[src/rtl/rs_encode_stream_in_ctrl.sv]
// rs_encode_stream_in_ctrl
// Front end of the streaming RS encoder. It takes one request (a line count),
// sends the block count to the output controller, and then passes the data
// lines straight through to the line encoder. The stream is cut into RS blocks
// of BLOCK_LINES lines, and the final short block is padded with zero lines.
// Optional feature macro: RS_ENCODE_IN_CTRL_STALL_CNT_EN. When it is defined,
// the block gains a saturating count of cycles in which the line encoder
// stalls a valid line.
module rs_encode_stream_in_ctrl #(
  parameter int DATA_W      = 256,
  parameter int BLOCK_LINES = 8,
  parameter int LINE_CNT_W  = 16,
  parameter int BLOCK_CNT_W = 16
) (
  input  logic                   clk,
  input  logic                   rst,
  input  logic                   src_stream_encoder_req_val,
  input  logic [LINE_CNT_W-1:0]  src_stream_encoder_req_num_lines,
  output logic                   stream_encoder_src_req_rdy,
  input  logic                   src_stream_encoder_req_data_val,
  input  logic [DATA_W-1:0]      src_stream_encoder_req_data,
  output logic                   stream_encoder_src_req_data_rdy,
  output logic                   in_ctrl_out_ctrl_val,
  output logic [BLOCK_CNT_W-1:0] in_ctrl_out_ctrl_num_blocks,
  input  logic                   out_ctrl_in_ctrl_rdy,
  output logic                   in_encode_line_encode_val,
  output logic [DATA_W-1:0]      in_encode_line_encode_data,
  output logic                   in_encode_line_encode_pad,
  output logic                   in_encode_line_encode_last,
`ifdef RS_ENCODE_IN_CTRL_STALL_CNT_EN
  output logic [31:0]            in_ctrl_stall_cycles,
`endif
  input  logic                   line_encode_in_encode_rdy
);

  localparam int BLK_W = $clog2(BLOCK_LINES);

  localparam logic [1:0] ST_READY = 2'd0;
  localparam logic [1:0] ST_META  = 2'd1;
  localparam logic [1:0] ST_DATA  = 2'd2;
  localparam logic [1:0] ST_PAD   = 2'd3;

  logic [1:0]             state_r;
  logic [LINE_CNT_W-1:0]  num_lines_r;
  logic [BLOCK_CNT_W-1:0] num_blocks_r;
  logic [BLK_W-1:0]       blk_line_r;
  logic [LINE_CNT_W-1:0]  lines_seen_r;

  logic                   req_rdy_s;
  logic                   meta_val_s;
  logic                   enc_val_s;
  logic [DATA_W-1:0]      enc_data_s;
  logic                   enc_pad_s;
  logic                   enc_last_s;
  logic                   src_data_rdy_s;
  logic                   blk_end_s;
  logic                   final_line_s;
  logic                   data_hs_s;

  // Compute ceil(n / BLOCK_LINES). The sum uses one extra bit, so the round-up
  // carry is kept and cannot overflow.
  function automatic logic [BLOCK_CNT_W-1:0] calc_num_blocks(input logic [LINE_CNT_W-1:0] n);
    logic [LINE_CNT_W:0] sum_v;
    sum_v = {1'b0, n} + (LINE_CNT_W+1)'(BLOCK_LINES - 1);
    return BLOCK_CNT_W'(sum_v >> BLK_W);
  endfunction

  assign blk_end_s    = (blk_line_r == BLK_W'(BLOCK_LINES - 1));
  assign final_line_s = (lines_seen_r == (num_lines_r - LINE_CNT_W'(1)));
  assign data_hs_s    = src_stream_encoder_req_data_val & line_encode_in_encode_rdy;

  // Decode the handshake and data-path outputs from the current state.
  always_comb begin
    req_rdy_s      = 1'b0;
    meta_val_s     = 1'b0;
    enc_val_s      = 1'b0;
    enc_data_s     = '0;
    enc_pad_s      = 1'b0;
    enc_last_s     = 1'b0;
    src_data_rdy_s = 1'b0;
    case (state_r)
      ST_READY: req_rdy_s = 1'b1;
      ST_META:  meta_val_s = 1'b1;
      ST_DATA: begin
        enc_val_s      = src_stream_encoder_req_data_val;
        enc_data_s     = src_stream_encoder_req_data;
        enc_last_s     = blk_end_s;
        src_data_rdy_s = line_encode_in_encode_rdy;
      end
      ST_PAD: begin
        enc_val_s  = 1'b1;
        enc_pad_s  = 1'b1;
        enc_last_s = blk_end_s;
      end
      default: req_rdy_s = 1'b0;
    endcase
  end

  assign stream_encoder_src_req_rdy      = req_rdy_s & ~rst;
  assign stream_encoder_src_req_data_rdy = src_data_rdy_s;
  assign in_ctrl_out_ctrl_val            = meta_val_s;
  assign in_ctrl_out_ctrl_num_blocks     = num_blocks_r;
  assign in_encode_line_encode_val       = enc_val_s;
  assign in_encode_line_encode_data      = enc_data_s;
  assign in_encode_line_encode_pad       = enc_pad_s;
  assign in_encode_line_encode_last      = enc_last_s;

  // Request state machine: it tracks the position inside the RS block and the
  // number of source lines consumed so far.
  always_ff @(posedge clk) begin
    if (rst) begin
      state_r      <= ST_READY;
      num_lines_r  <= '0;
      num_blocks_r <= '0;
      blk_line_r   <= '0;
      lines_seen_r <= '0;
    end else begin
      case (state_r)
        ST_READY: begin
          if (src_stream_encoder_req_val) begin
            num_lines_r  <= src_stream_encoder_req_num_lines;
            num_blocks_r <= calc_num_blocks(src_stream_encoder_req_num_lines);
            blk_line_r   <= '0;
            lines_seen_r <= '0;
            // A zero-line request is consumed and produces no output.
            if (src_stream_encoder_req_num_lines == LINE_CNT_W'(0)) begin
              state_r <= ST_READY;
            end else begin
              state_r <= ST_META;
            end
          end
        end
        ST_META: begin
          if (out_ctrl_in_ctrl_rdy) begin
            state_r <= ST_DATA;
          end
        end
        ST_DATA: begin
          if (data_hs_s) begin
            blk_line_r   <= blk_line_r + BLK_W'(1);
            lines_seen_r <= lines_seen_r + LINE_CNT_W'(1);
            if (final_line_s) begin
              state_r <= blk_end_s ? ST_READY : ST_PAD;
            end
          end
        end
        ST_PAD: begin
          if (line_encode_in_encode_rdy) begin
            blk_line_r <= blk_line_r + BLK_W'(1);
            if (blk_end_s) begin
              state_r <= ST_READY;
            end
          end
        end
        default: state_r <= ST_READY;
      endcase
    end
  end

`ifdef RS_ENCODE_IN_CTRL_STALL_CNT_EN
  logic [31:0] stall_cnt_r;

  // Count the cycles in which a valid line is stalled by the line encoder. The
  // count saturates at all ones.
  always_ff @(posedge clk) begin
    if (rst) begin
      stall_cnt_r <= 32'd0;
    end else if (enc_val_s && !line_encode_in_encode_rdy &&
                 ((state_r == ST_DATA) || (state_r == ST_PAD)) &&
                 (stall_cnt_r != 32'hFFFF_FFFF)) begin
      stall_cnt_r <= stall_cnt_r + 32'd1;
    end
  end

  assign in_ctrl_stall_cycles = stall_cnt_r;
`endif

endmodule

[config.mk]
export PLATFORM = sky130hd
export DESIGN_NAME = rs_encode_stream_in_ctrl
export DESIGN_NICKNAME = d
export VERILOG_FILES = /design/src/rtl/rs_encode_stream_in_ctrl.sv
export SDC_FILE = /design/constraint.sdc
export NUM_CORES = 1
export LEC_CHECK = 0
export ABC_AREA = 1
export CAP_MARGIN = 20
export CORE_AREA = 2 2 215 217
export CTS_CLUSTER_DIAMETER = 30
export DETAILED_ROUTE_END_ITERATION = 6
export DIE_AREA = 0 0 217 219
export GPL_ROUTABILITY_DRIVEN = 0
export PLACE_DENSITY = 0.42
export SLEW_MARGIN = 10
export SYNTH_ARGS = -nofsm -noshare
export SYNTH_HDL_FRONTEND = slang
export SYNTH_SLANG_ARGS = --single-unit
[constraint.sdc]
create_clock -name clk -period 2.15 [get_ports clk]
set_input_delay 0.43 -clock clk [delete_from_list [all_inputs] [get_ports clk]]
set_output_delay 0.43 -clock clk [all_outputs]
set_load 0.02 [all_outputs]
==> impl_metrics.ini <==
[synthesis]
synth_compound_area_share_pct = 6.68
synth_area_mm2 = 0.00502
yosys.area_share.simple_pct = 41.8
yosysTopAreaCell = inv_1
synth-seq-cells = 51
synth.avg_cell_area_um2 = 5.03
muxShareOfSynthArea_pct = 0
synthTopCellsByArea = inv_1 (24%), nor2_1 (23%), dfxtp_1 (20%)
yosys.cell_types.count = 39
ys_warn_count = 0
synth_seq_area_share_pct = 20.3
synthCells = 997
synth_xor_area_share_pct = 2.62
synth_top_area_share_pct = 23.9
synth_adder_area_share_pct = 0.997
synth_top_family_by_area = simple AND/OR/NAND/NOR gates

[grt]
met3_usage_pct = 13.4
grt_pass1_wl_mm = 58.7
busiest_layer = met2
antenna_found_initial = 6
grt_use_met2_pct = 25.0
track_usage_pct = 17.4
grt_max_degree = 78
grt_remaining_overflow = 0
use_met1_pct = 21.1
grt_pass1_vias = 8142

[timing]
final.setup.tns_ns = 0
setup_viol = 0
slew_headroom_pct = 63.8
rsz0062_at_grt = true
period_needed_ns = 2.09
finalHoldViolations = 0
worst_pin_slew_ns = 0.538
fin_hold_ws_ns = 0.457
max_freq_ghz = 0.479
period_share_pct = 97.2
fin_skew_ns = 0.00448
slew_viol_final = 0
setup_ws_ns = 0.0610

[place]
place_ws_ns = -0.289
dpl_cell_area_mm2 = 0.0121
port_buffers = 553
dp_hpwl_mm = 38.3

[power_and_ir_drop]
power_density_mw_per_mm2 = 756
irDropWorstVdd_uv = 356
leakage_nw = 6.55

[finish]
utilization_pct = 26.5
area_growth_pct = 138
nFillCells = 5217
final_common_cell = inv_1
fin_nets = 1882
fin_area_mm2 = 0.0120
final_cell_mix = inv_1 (318), nor2_1 (294), clkdlybuf4s50_1 (291), nand2_1 (132), buf_4 (91)
drive_gt1_share_pct = 19.8

[cts]
cts_tree = done
htree_levels = 2
cts-root-buf = clkbuf_16
clk_latency_ns = 0.29
clk_pin_slew_ns = 0.07
ctsHoldBuffers = 0
clockBufferDepth = 2
cts_made_buffers = 5
cts_sinks = 51

[route]
via_per_inst = 3.55
drc = 0
wirelength_mm = 43.7
drtAntennaViolNets = 0
drt-wirelength-per-cell_um = 19.9
drt_iter0_drc = 254
dr.pass1.iters = 4
vias = 7810

[floorplan]
num_rows = 78
die_h_um = 219
initial_core_util_pct = 11.1
ios = 556
core_region_area_mm2 = 0.0451
dieArea_mm2 = 0.0475
die_w_um = 217

[hold_path]
min_path_cells = 2
hold_path.class = flip-flop to flip-flop
worstHoldStart = in_ctrl_out_ctrl_num_blocks[7]
hold_path_end = in_ctrl_out_ctrl_num_blocks[7]

[worst_setup_path]
cpMaxStageDelayCell = dlygate4sd2_1
crit_family = buffers and inverters
crit_path_max_incr_delay_ns = 0.38
reg2reg_setup_slack_ns = 0.14
r2r_end = state_r[1]
cp_max_fo = 21
start_kind = flip-flop
required_ns = 1.72
cp_cell_sequence = inv_2 -> nor2_4 -> buf_12 -> inv_16 -> buf_4 -> nor2_1 -> dlygate4sd2_1
critPathKind = flip-flop to output pin
cp.depth = 7
worst_r2r_path_depth = 15
path_buf_inv = 5
crit_arrival_ns = 1.66
end_kind = output pin
reg2reg_from = num_lines_r[0]

[flow_run]
cap_violations = 0

[status]
outcome = finished, final reports clean
[metrics by stage]
| step | std cells | total power, mW |
|---|---|---|
| 3_5_place_dp | 2187 | 8.57 |
| 6_report | 2202 | 9.04 |
| 2_1_floorplan | 998 | 4.35 |
| 4_1_cts | 2199 | 9.16 |
| 3_3_place_gp | 2187 | 8.60 |
| 5_1_grt | 2201 | 9.75 |
[sequential cells by signal (all words and copies together) (netlist names)]
name / count
blk_line_r: 3
in_ctrl_out_ctrl_num_blocks: 14
lines_seen_r: 16
num_lines_r: 16
state_r: 2
[worst min-delay path, stage by stage (launching register included)]
cell     delay, ns
dfxtp_1       0.32
nand2_1       0.06
nand2_1       0.04
[worst max path at each step]
stage / slack, ns / endpoint / start
after floorplan: 0.31 / in_ctrl_out_ctrl_num_blocks[2] / rst
after global placement: -0.31 / in_encode_line_encode_data[228] / src_stream_encoder_req_data[228]
after detailed placement: -0.29 / in_encode_line_encode_data[223] / src_stream_encoder_req_data[223]
after CTS: -0.04 / in_encode_line_encode_data[207] / state_r[0]
after global routing: -0.03 / state_r[1] / num_lines_r[0]
final: 0.06 / in_encode_line_encode_data[176] / state_r[1]
[kinds of logic after synthesis]
| logic type | after synthesis |
|---|---|
| xor+xnor | 15 |
| compound gates | 59 |
| simple gates | 507 |
| buf+inv | 360 |
| other cells | 1 |
| flops | 51 |
| fa+ha+maj | 4 |
[metal layers]
metal	share of wire, %	up-vias
li1	-	4003
met1	42	3493
met2	41	292
met3	17	18
met4	0.45	4
met5	0.062	-
[report_power, final]
group	internal, mW	switching, mW
clock	0.431	0.361
sequential	1.07	0.113
combinational	2.91	4.15
total	4.41	4.63
[cell type report]
type                    count  area, um^2  area share, %
clock buffers               6         129           1.08
flip-flops and latches     51        1020           8.54
diodes                      1        2.50         0.0209
multi-input cells         587        2680           22.4
clock inverters             2        12.5          0.105
repair inverters            1        8.76         0.0732
repair buffers            632        6130           51.3
well taps                 600         751           6.27
inverters                 322        1220           10.2
[cells in the mapped netlist (all sizes together)]
| library cell | instances |
|---|---|
| nand3b | 4 |
| o31ai | 4 |
| nand4 | 4 |
| a32o | 3 |
| nor3 | 11 |
| o22ai | 5 |
| a31oi | 1 |
| and2 | 1 |
| buf | 6 |
| clkbuf | 32 |
| o21ai | 22 |
| nand3 | 28 |
| dfxtp | 51 |
| nor4 | 5 |
| a211oi | 1 |
| ha | 4 |
| o211ai | 1 |
| xnor2 | 6 |
| a21oi | 21 |
| xor2 | 9 |
| nand2 | 136 |
| inv | 322 |
| o21bai | 1 |
| nor2 | 318 |
| conb | 1 |
[repair_timing]
| action | in CTS | in global routing |
|---|---|---|
| gates cloned | 1 | 2 |
| resized for setup | 342 | 165 |
| setup buffers | 3 | 0 |
| endpoints found under the setup margin | 202 | 187 |
No activity file was read; power rests on OpenSTA's default activity.
